`src/rtl/req_stream_arbiter.sv`:
```
`default_nettype none
// ============================================================================
// Module   : req_stream_arbiter
// Purpose  : Two-to-one AXI-Stream request arbiter with packet-granular
//            round-robin and a global outstanding-request credit limit.
//            Every accepted beat is one request. Every row_complete_in pulse
//            retires one request.
// Ports    : clk, resetn (async, active-low)
//            row_complete_in            - one pulse per fulfilled request
//            S0_AXIS_*, S1_AXIS_*       - upstream request sources
//            M_AXIS_*                   - merged downstream request stream
//            outstanding                - requests currently in flight
//            busy                       - granted or requests still in flight
//            underflow_err              - sticky: completion seen with none in flight
// Options  : REQ_ARB_STATS_EN adds pkt_count0, pkt_count1 and stall_cycles.
// Revision : 1.0 - initial release
// ============================================================================
module req_stream_arbiter #(
  parameter int DATA_WIDTH      = 256,
  parameter int MAX_OUTSTANDING = 16,
  parameter int CNT_WIDTH       = 8
) (
  input  logic                  clk,
  input  logic                  resetn,
  input  logic                  row_complete_in,
  input  logic [DATA_WIDTH-1:0] S0_AXIS_TDATA,
  input  logic                  S0_AXIS_TVALID,
  input  logic                  S0_AXIS_TLAST,
  output logic                  S0_AXIS_TREADY,
  input  logic [DATA_WIDTH-1:0] S1_AXIS_TDATA,
  input  logic                  S1_AXIS_TVALID,
  input  logic                  S1_AXIS_TLAST,
  output logic                  S1_AXIS_TREADY,
  output logic [DATA_WIDTH-1:0] M_AXIS_TDATA,
  output logic                  M_AXIS_TVALID,
  output logic                  M_AXIS_TLAST,
  input  logic                  M_AXIS_TREADY,
  output logic [CNT_WIDTH-1:0]  outstanding,
  output logic                  busy,
  output logic                  underflow_err
`ifdef REQ_ARB_STATS_EN
  ,
  output logic [31:0]           pkt_count0,
  output logic [31:0]           pkt_count1,
  output logic [31:0]           stall_cycles
`endif
);

  typedef enum logic [1:0] {
    ST_IDLE   = 2'd0,
    ST_GRANT0 = 2'd1,
    ST_GRANT1 = 2'd2
  } state_t;

  localparam logic [CNT_WIDTH-1:0] c_max_outstanding = CNT_WIDTH'(MAX_OUTSTANDING);

  state_t               r_state;
  state_t               w_next_state;
  logic                 r_rr_ptr;
  logic                 w_next_rr_ptr;
  logic [CNT_WIDTH-1:0] r_outstanding;
  logic                 r_underflow_err;
  logic                 w_credit_ok;
  logic                 w_accept;

  // Credit is judged on the registered count, so a completion frees the
  // channel only from the cycle after it is counted.
  assign w_credit_ok = (r_outstanding < c_max_outstanding);
  assign w_accept    = M_AXIS_TVALID & M_AXIS_TREADY;

  always_ff @(posedge clk or negedge resetn) begin
    if (!resetn) begin
      r_state  <= ST_IDLE;
      r_rr_ptr <= 1'b0;
    end else begin
      r_state  <= w_next_state;
      r_rr_ptr <= w_next_rr_ptr;
    end
  end

  // Next-state: the idle decision is registered, which gives one bubble
  // cycle between packets. A grant is only released by an accepted TLAST.
  always_comb begin
    w_next_state  = r_state;
    w_next_rr_ptr = r_rr_ptr;
    case (r_state)
      ST_IDLE: begin
        if (S0_AXIS_TVALID && S1_AXIS_TVALID) begin
          w_next_state = r_rr_ptr ? ST_GRANT1 : ST_GRANT0;
        end else if (S0_AXIS_TVALID) begin
          w_next_state = ST_GRANT0;
        end else if (S1_AXIS_TVALID) begin
          w_next_state = ST_GRANT1;
        end
      end
      ST_GRANT0: begin
        if (w_accept && M_AXIS_TLAST) begin
          w_next_state  = ST_IDLE;
          w_next_rr_ptr = 1'b1;
        end
      end
      ST_GRANT1: begin
        if (w_accept && M_AXIS_TLAST) begin
          w_next_state  = ST_IDLE;
          w_next_rr_ptr = 1'b0;
        end
      end
      default: w_next_state = ST_IDLE;
    endcase
  end

  // Datapath mux. TREADY never looks at the source's own TVALID.
  always_comb begin
    M_AXIS_TDATA   = '0;
    M_AXIS_TLAST   = 1'b0;
    M_AXIS_TVALID  = 1'b0;
    S0_AXIS_TREADY = 1'b0;
    S1_AXIS_TREADY = 1'b0;
    case (r_state)
      ST_GRANT0: begin
        M_AXIS_TDATA   = S0_AXIS_TDATA;
        M_AXIS_TLAST   = S0_AXIS_TLAST;
        M_AXIS_TVALID  = S0_AXIS_TVALID & w_credit_ok;
        S0_AXIS_TREADY = M_AXIS_TREADY & w_credit_ok;
      end
      ST_GRANT1: begin
        M_AXIS_TDATA   = S1_AXIS_TDATA;
        M_AXIS_TLAST   = S1_AXIS_TLAST;
        M_AXIS_TVALID  = S1_AXIS_TVALID & w_credit_ok;
        S1_AXIS_TREADY = M_AXIS_TREADY & w_credit_ok;
      end
      default: ;
    endcase
  end

  // Outstanding counter. A completion with nothing in flight (and no
  // simultaneous accept to cancel it) holds at zero and flags the error.
  always_ff @(posedge clk or negedge resetn) begin
    if (!resetn) begin
      r_outstanding   <= '0;
      r_underflow_err <= 1'b0;
    end else begin
      case ({w_accept, row_complete_in})
        2'b10: r_outstanding <= r_outstanding + CNT_WIDTH'(1);
        2'b01: begin
          if (r_outstanding != '0) begin
            r_outstanding <= r_outstanding - CNT_WIDTH'(1);
          end else begin
            r_underflow_err <= 1'b1;
          end
        end
        default: ;
      endcase
    end
  end

  assign outstanding   = r_outstanding;
  assign underflow_err = r_underflow_err;
  assign busy          = (r_state != ST_IDLE) || (r_outstanding != '0);

`ifdef REQ_ARB_STATS_EN
  logic [31:0] r_pkt_count0;
  logic [31:0] r_pkt_count1;
  logic [31:0] r_stall_cycles;
  logic        w_stalled;

  // Granted source has data but the credit limit is holding it off.
  assign w_stalled = ~w_credit_ok &
                     (((r_state == ST_GRANT0) & S0_AXIS_TVALID) |
                      ((r_state == ST_GRANT1) & S1_AXIS_TVALID));

  always_ff @(posedge clk or negedge resetn) begin
    if (!resetn) begin
      r_pkt_count0   <= '0;
      r_pkt_count1   <= '0;
      r_stall_cycles <= '0;
    end else begin
      if (w_accept && M_AXIS_TLAST && (r_state == ST_GRANT0)) begin
        r_pkt_count0 <= r_pkt_count0 + 32'd1;
      end
      if (w_accept && M_AXIS_TLAST && (r_state == ST_GRANT1)) begin
        r_pkt_count1 <= r_pkt_count1 + 32'd1;
      end
      if (w_stalled && (r_stall_cycles != 32'hFFFF_FFFF)) begin
        r_stall_cycles <= r_stall_cycles + 32'd1;
      end
    end
  end

  assign pkt_count0   = r_pkt_count0;
  assign pkt_count1   = r_pkt_count1;
  assign stall_cycles = r_stall_cycles;
`endif

endmodule
`default_nettype wire

```
`config.mk`:
```
export PLATFORM = sky130hd
export DESIGN_NAME = req_stream_arbiter
export DESIGN_NICKNAME = d
export VERILOG_FILES = /design/src/rtl/req_stream_arbiter.sv
export SDC_FILE = /design/constraint.sdc
export NUM_CORES = 1
export LEC_CHECK = 0
export CELL_PAD_IN_SITES_DETAIL_PLACEMENT = 0
export CELL_PAD_IN_SITES_GLOBAL_PLACEMENT = 2
export CORE_AREA = 2 2 312 314
export CTS_BUF_LIST = sky130_fd_sc_hd__clkbuf_4
export DETAILED_ROUTE_END_ITERATION = 8
export DIE_AREA = 0 0 314 316
export DONT_BUFFER_PORTS = 1
export MAX_ROUTING_LAYER = met4
export PLACE_DENSITY_LB_ADDON = 0.1
export SLEW_MARGIN = 20
export SYNTH_ARGS = -nofsm -noshare
export SYNTH_HDL_FRONTEND = slang
export SYNTH_SLANG_ARGS = --single-unit
```
`constraint.sdc`:
```
create_clock -name clk -period 9.7 [get_ports clk]
set_clock_uncertainty 0.2 [all_clocks]
set_input_delay 1.94 -clock clk [delete_from_list [all_inputs] [get_ports clk]]
set_output_delay 1.94 -clock clk [all_outputs]
set_load 0.01 [all_outputs]
```
==> results of run 1 <==
## layout make-up
type,count,area [um2]
Multi-Input combinational cell,592,4160
Inverter,7,26.28
Sequential cell,12,300.3
Antenna cell,4,10.01
Clock buffer,3,22.52
Tap cell,1276,1597
Fill cell,11350,89760
Timing Repair Buffer,9,120.1
## synth_stat cells (3+ instances only)
| cell | instances | area [um2] |
|---|---|---|
| ha_1 | 9 | 112.6 |
| inv_1 | 7 | 26.28 |
| dfrtp_1 | 12 | 300.3 |
| o21ai_0 | 3 | 15.01 |
| clkbuf_1 | 84 | 315.3 |
| nor2_1 | 9 | 33.78 |
| and3_2 | 3 | 22.52 |
| a22oi_1 | 256 | 1922 |
| nor2b_1 | 258 | 1614 |
| buf_2 | 3 | 15.01 |
| a21oi_1 | 11 | 55.05 |
| nand2_1 | 9 | 33.78 |
| nand3_1 | 3 | 15.01 |
## cells in the final DEF (no fill, tap or decap), types with 4 or more instances in the layout
cell | Yosys | final
nand2_1 | 9 | 9
diode_2 | 0 | 4
ha_1 | 9 | 6
a21oi_1 | 11 | 11
a22oi_1 | 256 | 256
buf_4 | 0 | 6
nor2b_1 | 258 | 258
dfrtp_1 | 12 | 12
inv_1 | 7 | 7
nor2_1 | 9 | 9
## cell families after synthesis
family | Yosys count
buffers and inverters | 96
adders and majority gates | 10
DFF | 12
and+or+nand+nor | 291
AOI/OAI and AO/OA | 283
muxes | 4
xor gates and xnor gates | 4
## critical path: stages, from the launching register on
cell     delay, ns
dfrtp_1       0.41
inv_1         0.17
ha_4          0.46
buf_4         0.65
buf_4         0.72
a22oi_1       0.39
nor2b_1       0.31
## routing by layer
metal	GRT usage, %	share of wire [%]	vias to the layer above
met1	7.376	36	2720
met4	0.9569	1.2	0
li1	-	-	2448
met2	13.46	56	432
met5	-	0	-
met3	1.063	6.5	28
## flip-flops by register name (all words and copies together) (netlist names)
name,flops
outstanding,8
r_rr_ptr,1
r_state,2
underflow_err,1
## report_power, final
part | leakage (nW) | internal, mW | switching, mW
clock network | 0.0138 | 0.0144 | 0.0216
logic | 1.15 | 0.627 | 1.09
registers | 0.145 | 0.0734 | 0.0524
total | 1.31 | 0.714 | 1.17
## how the worst max path moves through the flow
stage | slack [ns] | depth (start not counted) | to | start
2_1_floorplan | 5.13 | 2 | M_AXIS_TVALID | S0_AXIS_TVALID
3_3_place_gp | 4.31 | 6 | M_AXIS_TDATA[222] | r_state[1]$_DFFE_PN0P_
3_5_place_dp | 4.35 | 6 | M_AXIS_TDATA[222] | r_state[1]$_DFFE_PN0P_
4_1_cts | 4.00 | 6 | M_AXIS_TDATA[222] | r_state[1]$_DFFE_PN0P_
5_1_grt | 3.88 | 6 | M_AXIS_TDATA[50] | r_state[1]$_DFFE_PN0P_
6_report | 4.00 | 6 | M_AXIS_TDATA[222] | r_state[1]$_DFFE_PN0P_
==> impl_metrics.env, run 1 <==
export IMPL_root_buffer="clkbuf_4"
export IMPL_r2r_slack_ns=6.02
export IMPL_rsz0062_at_grt="false"
export IMPL_criticalPathCategory="flip-flop to primary output"
export IMPL_vias=5628
export IMPL_io_pins=790
export IMPL_antenna_found_initial=7
export IMPL_synth_distinct_cells=40
export IMPL_synth_simple_area_share_pct=37.66
export IMPL_r2r_cells=11
export IMPL_cts_sinks=12
export IMPL_start_util_pct=4.995
export IMPL_drv_slew=0
export IMPL_drt_iter0_drc=325
export IMPL_syn_area_um2=4795
export IMPL_fmax_mhz=175.6
export IMPL_grt_pass1_wl_um=47630
export IMPL_instances_no_fill=1903
export IMPL_critPathCaptureType="primary output"
export IMPL_start_kind="flip-flop"
export IMPL_dr_pass1_iters=5
export IMPL_stdcell_area_um2=6236
export IMPL_rr_endpoint="outstanding[6]$_DFFE_PN0P_"
export IMPL_tns_ns=0
export IMPL_dp_hpwl_um=31750
export IMPL_rows=114
export IMPL_setup_violations=0
export IMPL_grt_usage_pct=6.886
export IMPL_die_area_um2=99220
export IMPL_power_mw=1.880
export IMPL_fin_hold_ws_ns=0.3389
export IMPL_p_per_area_nw_per_um2=301.5
export IMPL_outcome="finished, final reports clean"
export IMPL_worstReg2RegStart="r_state[0]$_DFFE_PN0P_"
export IMPL_final_layout_size_suffix_gt1_share_pct=4.334
export IMPL_cts_path_max_buffers=2
export IMPL_avgViaCountPerCell=2.957
export IMPL_wl_per_cell_um=20.38
export IMPL_grt_pass1_vias=5648
export IMPL_grt_overflow=0
export IMPL_syn_inst=700
export IMPL_routed_wl_um=38790
export IMPL_synthArstFlopShare_pct=100.0
export IMPL_synth_seq_cells=12
export IMPL_holdPathStages=2
export IMPL_cts_made_buffers=3
export IMPL_fp_dieH_um=316
export IMPL_p_leak_nw=1.308
export IMPL_min_period_ns=5.695
export IMPL_core_um2=95990
export IMPL_drc=0
export IMPL_die_w_um=314
export IMPL_io_buffers=0
export IMPL_syn_num_nets=1230
export IMPL_hold_buffers=0
export IMPL_cts_resized=0
export IMPL_cp_max_fo=73
export IMPL_synth_compound_area_share_pct=43.87
export IMPL_synthAdderAreaFrac_pct=2.766
export IMPL_post_route_period_util_pct=58.72
export IMPL_synth_top_family_by_area="compound AO/OA/AOI/OAI gates"
export IMPL_hold_start="r_rr_ptr$_DFFE_PN0P_"
export IMPL_clk_latency_ns=0.29
export IMPL_worstMarginPinSlew_ns=0.9998
export IMPL_pre_cts_slack_ns=4.345
export IMPL_synth_warnings=0
export IMPL_cts_setup_buffers=0
export IMPL_syn_to_final_growth_pct=30.06
export IMPL_cts_tree="done"
export IMPL_hp_class="flip-flop to flip-flop"
export IMPL_synth_main_ff_cell="dfrtp_1"
export IMPL_utilization_pct=6.496
export IMPL_ys_seq_area_share_pct=6.263
export IMPL_hold_end="r_rr_ptr$_DFFE_PN0P_"
export IMPL_clkTransAtPathRegs_ns=0.10
export IMPL_synth_edf_count=0
export IMPL_place_area_um2=6148
export IMPL_maxSlewHeadroom_pct=33.35
export IMPL_hold_viol_final=0
export IMPL_gp_congestion=0.7082
export IMPL_max_cap_violations=0
export IMPL_yosys_mux_area_fraction_pct=0.9656
export IMPL_cp_data_required_time_ns=7.56
export IMPL_ir_drop_v=0.0001394
export IMPL_avgSynthCellArea_um2=6.849
export IMPL_setup_ws_ns=4.005
export IMPL_grt_max_degree=134
export IMPL_dp_cells=1894
export IMPL_cts_max_level=1
export IMPL_antenna_left=0
export IMPL_cp_arrival_ns=3.56
export IMPL_finalNetCount=1155
export IMPL_yosys_area_share_xor_xnor_pct=0.7307
Note: power is estimated with default switching activity, not from simulation.
==> run 2: changes to the inputs <==
- ABC_AREA: not set -> 1
- CORE_AREA: 2 2 312 314 -> 2 2 303 305
- DIE_AREA: 0 0 314 316 -> 0 0 305 307
- clock period: 9.7 -> 4.6 ns (I/O delays scaled with it)
==> run 2 against run 1 <==
  * Utilization increased by 0.050 points
  * Non-clock buffer count is 10 higher
  * Critical endpoint is now M_AXIS_TDATA[50]
  * Largest power group unchanged
  * Register-to-register slack got worse by 4.6 ns
  * Synthesized cell count grew 41%
  * Cell count is 11% higher
  * Sequential power rose by 92%
  * First-iteration DRC count is 18% higher
  * Clock power increased by 130%
==> impl_metrics.env, run 2 <==
export IMPL_grt_pass1_wl_um=49780
export IMPL_ys_seq_area_share_pct=6.574
export IMPL_setup_violations=0
export IMPL_synth_most_common_cell="nand2_1"
export IMPL_num_fill_cells=10880
export IMPL_core_um2=90690
export IMPL_synth_seq_cells=12
export IMPL_crit_family="compound AO/OA/AOI/OAI gates"
export IMPL_die_w_um=305
export IMPL_synth_top_area_share_pct=44.86
export IMPL_dp_hpwl_um=32200
export IMPL_power_mw=3.453
export IMPL_drv_slew=0
export IMPL_dp_cells=2102
export IMPL_final_cell_mix="nand2_1 (546), a21oi_1 (262), inv_1 (21)"
export IMPL_syn_area_um2=4568
export IMPL_criticalPathCategory="flip-flop to primary output"
export IMPL_syn_num_nets=1514
export IMPL_avgSynthCellArea_um2=4.642
export IMPL_grt_usage_pct=7.417
export IMPL_fmax_mhz=268.3
export IMPL_start_kind="flip-flop"
export IMPL_synthTopCellsByCount="nand2_1 (546), a21oi_1 (262), buf_2 (52)"
export IMPL_instances_no_fill=2107
export IMPL_routed_wl_um=38600
export IMPL_hold_buffers=0
export IMPL_pre_cts_slack_ns=1.366
export IMPL_rsz0062_at_grt="false"
export IMPL_antenna_left=0
export IMPL_die_area_um2=93640
export IMPL_cp_max_fo=131
export IMPL_vias=6475
export IMPL_synthAdderAreaFrac_pct=2.903
export IMPL_grt_overflow=0
export IMPL_critical_path_buf_inv_count=3
export IMPL_cts_sinks=12
export IMPL_synth_compound_area_share_pct=30.43
export IMPL_start_util_pct=5.037
export IMPL_hold_viol_final=0
export IMPL_antenna_found_initial=3
export IMPL_cts_setup_buffers=0
export IMPL_grt_pass1_vias=6404
export IMPL_ir_drop_v=0.0004254
export IMPL_yosys_top_cells_area="nand2_1 (45%), a21oi_1 (29%), dfrtp_1 (6.6%), buf_2 (5.7%), clkbuf_1 (2.5%)"
export IMPL_outcome="finished, final reports clean"
export IMPL_synth_top_family_by_area="simple AND/OR/NAND/NOR gates"
export IMPL_final_common_cell="nand2_1"
export IMPL_hp_class="primary input to asynchronous set/reset pin"
export IMPL_yosys_mux_area_fraction_pct=0
export IMPL_crit_chain="inv_1 -> ha_1 -> inv_8 -> buf_12 -> a21oi_1"
export IMPL_tns_ns=0
export IMPL_cts_made_buffers=3
export IMPL_largest_reg_flops=8
export IMPL_fp_dieH_um=307
export IMPL_synth_distinct_cells=27
export IMPL_p_per_area_nw_per_um2=581.7
export IMPL_gp_congestion=0.7834
export IMPL_root_buffer="clkbuf_4"
export IMPL_post_route_period_util_pct=81.02
export IMPL_critical_path_max_stage_delay_ns=0.77
export IMPL_min_period_ns=3.727
export IMPL_cp_arrival_ns=2.61
export IMPL_clk_latency_ns=0.30
export IMPL_drc=0
export IMPL_synthArstFlopShare_pct=100.0
export IMPL_cts_max_level=1
export IMPL_synth_edf_count=0
export IMPL_worstMarginPinSlew_ns=0.8572
export IMPL_maxSlewHeadroom_pct=42.85
export IMPL_crit_slowest_cell="a21oi_1"
export IMPL_yosys_area_top_type="nand2_1"
export IMPL_critPathCaptureType="primary output"
export IMPL_cts_tree="done"
export IMPL_io_buffers=0
export IMPL_drt_iter0_drc=383
export IMPL_cp_data_required_time_ns=3.48
export IMPL_p_leak_nw=1.453
export IMPL_avgViaCountPerCell=3.073
export IMPL_wl_per_cell_um=18.32
export IMPL_cts_resized=0
export IMPL_synth_main_ff_cell="dfrtp_1"
export IMPL_max_cap_violations=0
export IMPL_cts_path_max_buffers=2
export IMPL_rows=111
export IMPL_io_pins=790
export IMPL_grt_max_degree=132
export IMPL_synth_warnings=0
export IMPL_syn_to_final_growth_pct=29.96
export IMPL_yosys_area_share_xor_xnor_pct=0.9586
export IMPL_setup_ws_ns=0.8731
export IMPL_synth_simple_area_share_pct=48.43
export IMPL_clkTransAtPathRegs_ns=0.12
export IMPL_dr_pass1_iters=4
export IMPL_finalNetCount=1451
export IMPL_syn_inst=984
export IMPL_final_layout_size_suffix_gt1_share_pct=4.022
[run 2: final cells by class]
type | instances | area (um2) | area share (%)
well taps | 1186 | 1484 | 24.99
repair buffers | 19 | 230.2 | 3.878
flip-flops and latches | 12 | 300.3 | 5.058
diodes | 1 | 2.502 | 0.04215
clock buffers | 3 | 22.52 | 0.3793
clock inverters | 1 | 3.754 | 0.06322
inverters | 22 | 90.09 | 1.517
multi-input cells | 863 | 3804 | 64.07
[run 2: metrics by stage]
step | hold slack (ns) | instance area [um2] | utilization (%)
after CTS | 0.08624 | 5934 | 6.544
final | 0.09561 | 5937 | 6.546
after floorplan | 0.2533 | 4568 | -
after global placement | 0.3332 | 5908 | 6.515
after detailed placement | 0.3032 | 5908 | 6.515
after global routing | 0.07133 | 5937 | 6.546
[run 2: logic make-up (layout without fill, tap and decap cells)]
logic type,count (synthesis),count (layout)
AO/OA/AOI/OAI,273,273
XOR/XNOR,5,5
adder cells (fa/ha/maj),10,10
buffers and inverters,109,45
flip-flops,12,12
other,0,1
AND/OR/NAND/NOR,575,575
[run 2: power by group]
group | total (mW) | internal, mW | leakage (nW) | switching (mW)
Sequential | 0.242 | 0.152 | 0.144 | 0.0892
Combinational | 3.13 | 0.718 | 1.29 | 2.41
Clock | 0.0829 | 0.0315 | 0.0154 | 0.0514
[run 2: layer usage]
metal	global-route usage, %	share of wire (%)	wire (um)
met2	14.25	54	20930
met5	-	0	0
met4	1.128	1.5	565
met1	7.997	38	14510
met3	1.337	6.7	2589
[run 2: worst paths after layout]
| kind | from | endpoint | slack (ns) | cells after the start |
|---|---|---|---|---|
| worst max register to register | r_state[0]$_DFFE_PN0P_ | outstanding[6]$_DFFE_PN0P_ | 1.43 | 15 |
| worst min-delay path | resetn | outstanding[1]$_DFFE_PN0P_ | 0.1 | 0 |
| worst max-delay path | r_state[0]$_DFFE_PN0P_ | M_AXIS_TDATA[50] | 0.87 | 5 |
| max in group asynchronous | resetn | outstanding[6]$_DFFE_PN0P_ | 4.02 | 0 |
| min in group clk | r_rr_ptr$_DFFE_PN0P_ | r_rr_ptr$_DFFE_PN0P_ | 0.33 | 2 |
| worst min register to register | r_rr_ptr$_DFFE_PN0P_ | r_rr_ptr$_DFFE_PN0P_ | 0.33 | 2 |
[run 2: worst reg2reg max path, delay by kind of cell (launching register included)]
family | cells | cell delay, ns
adder cells (fa/ha/maj) | 2 | 0.79
AND/OR/NAND/NOR | 7 | 0.72
flip-flops | 1 | 0.44
buffers and inverters | 3 | 0.39
AO/OA/AOI/OAI | 3 | 0.53
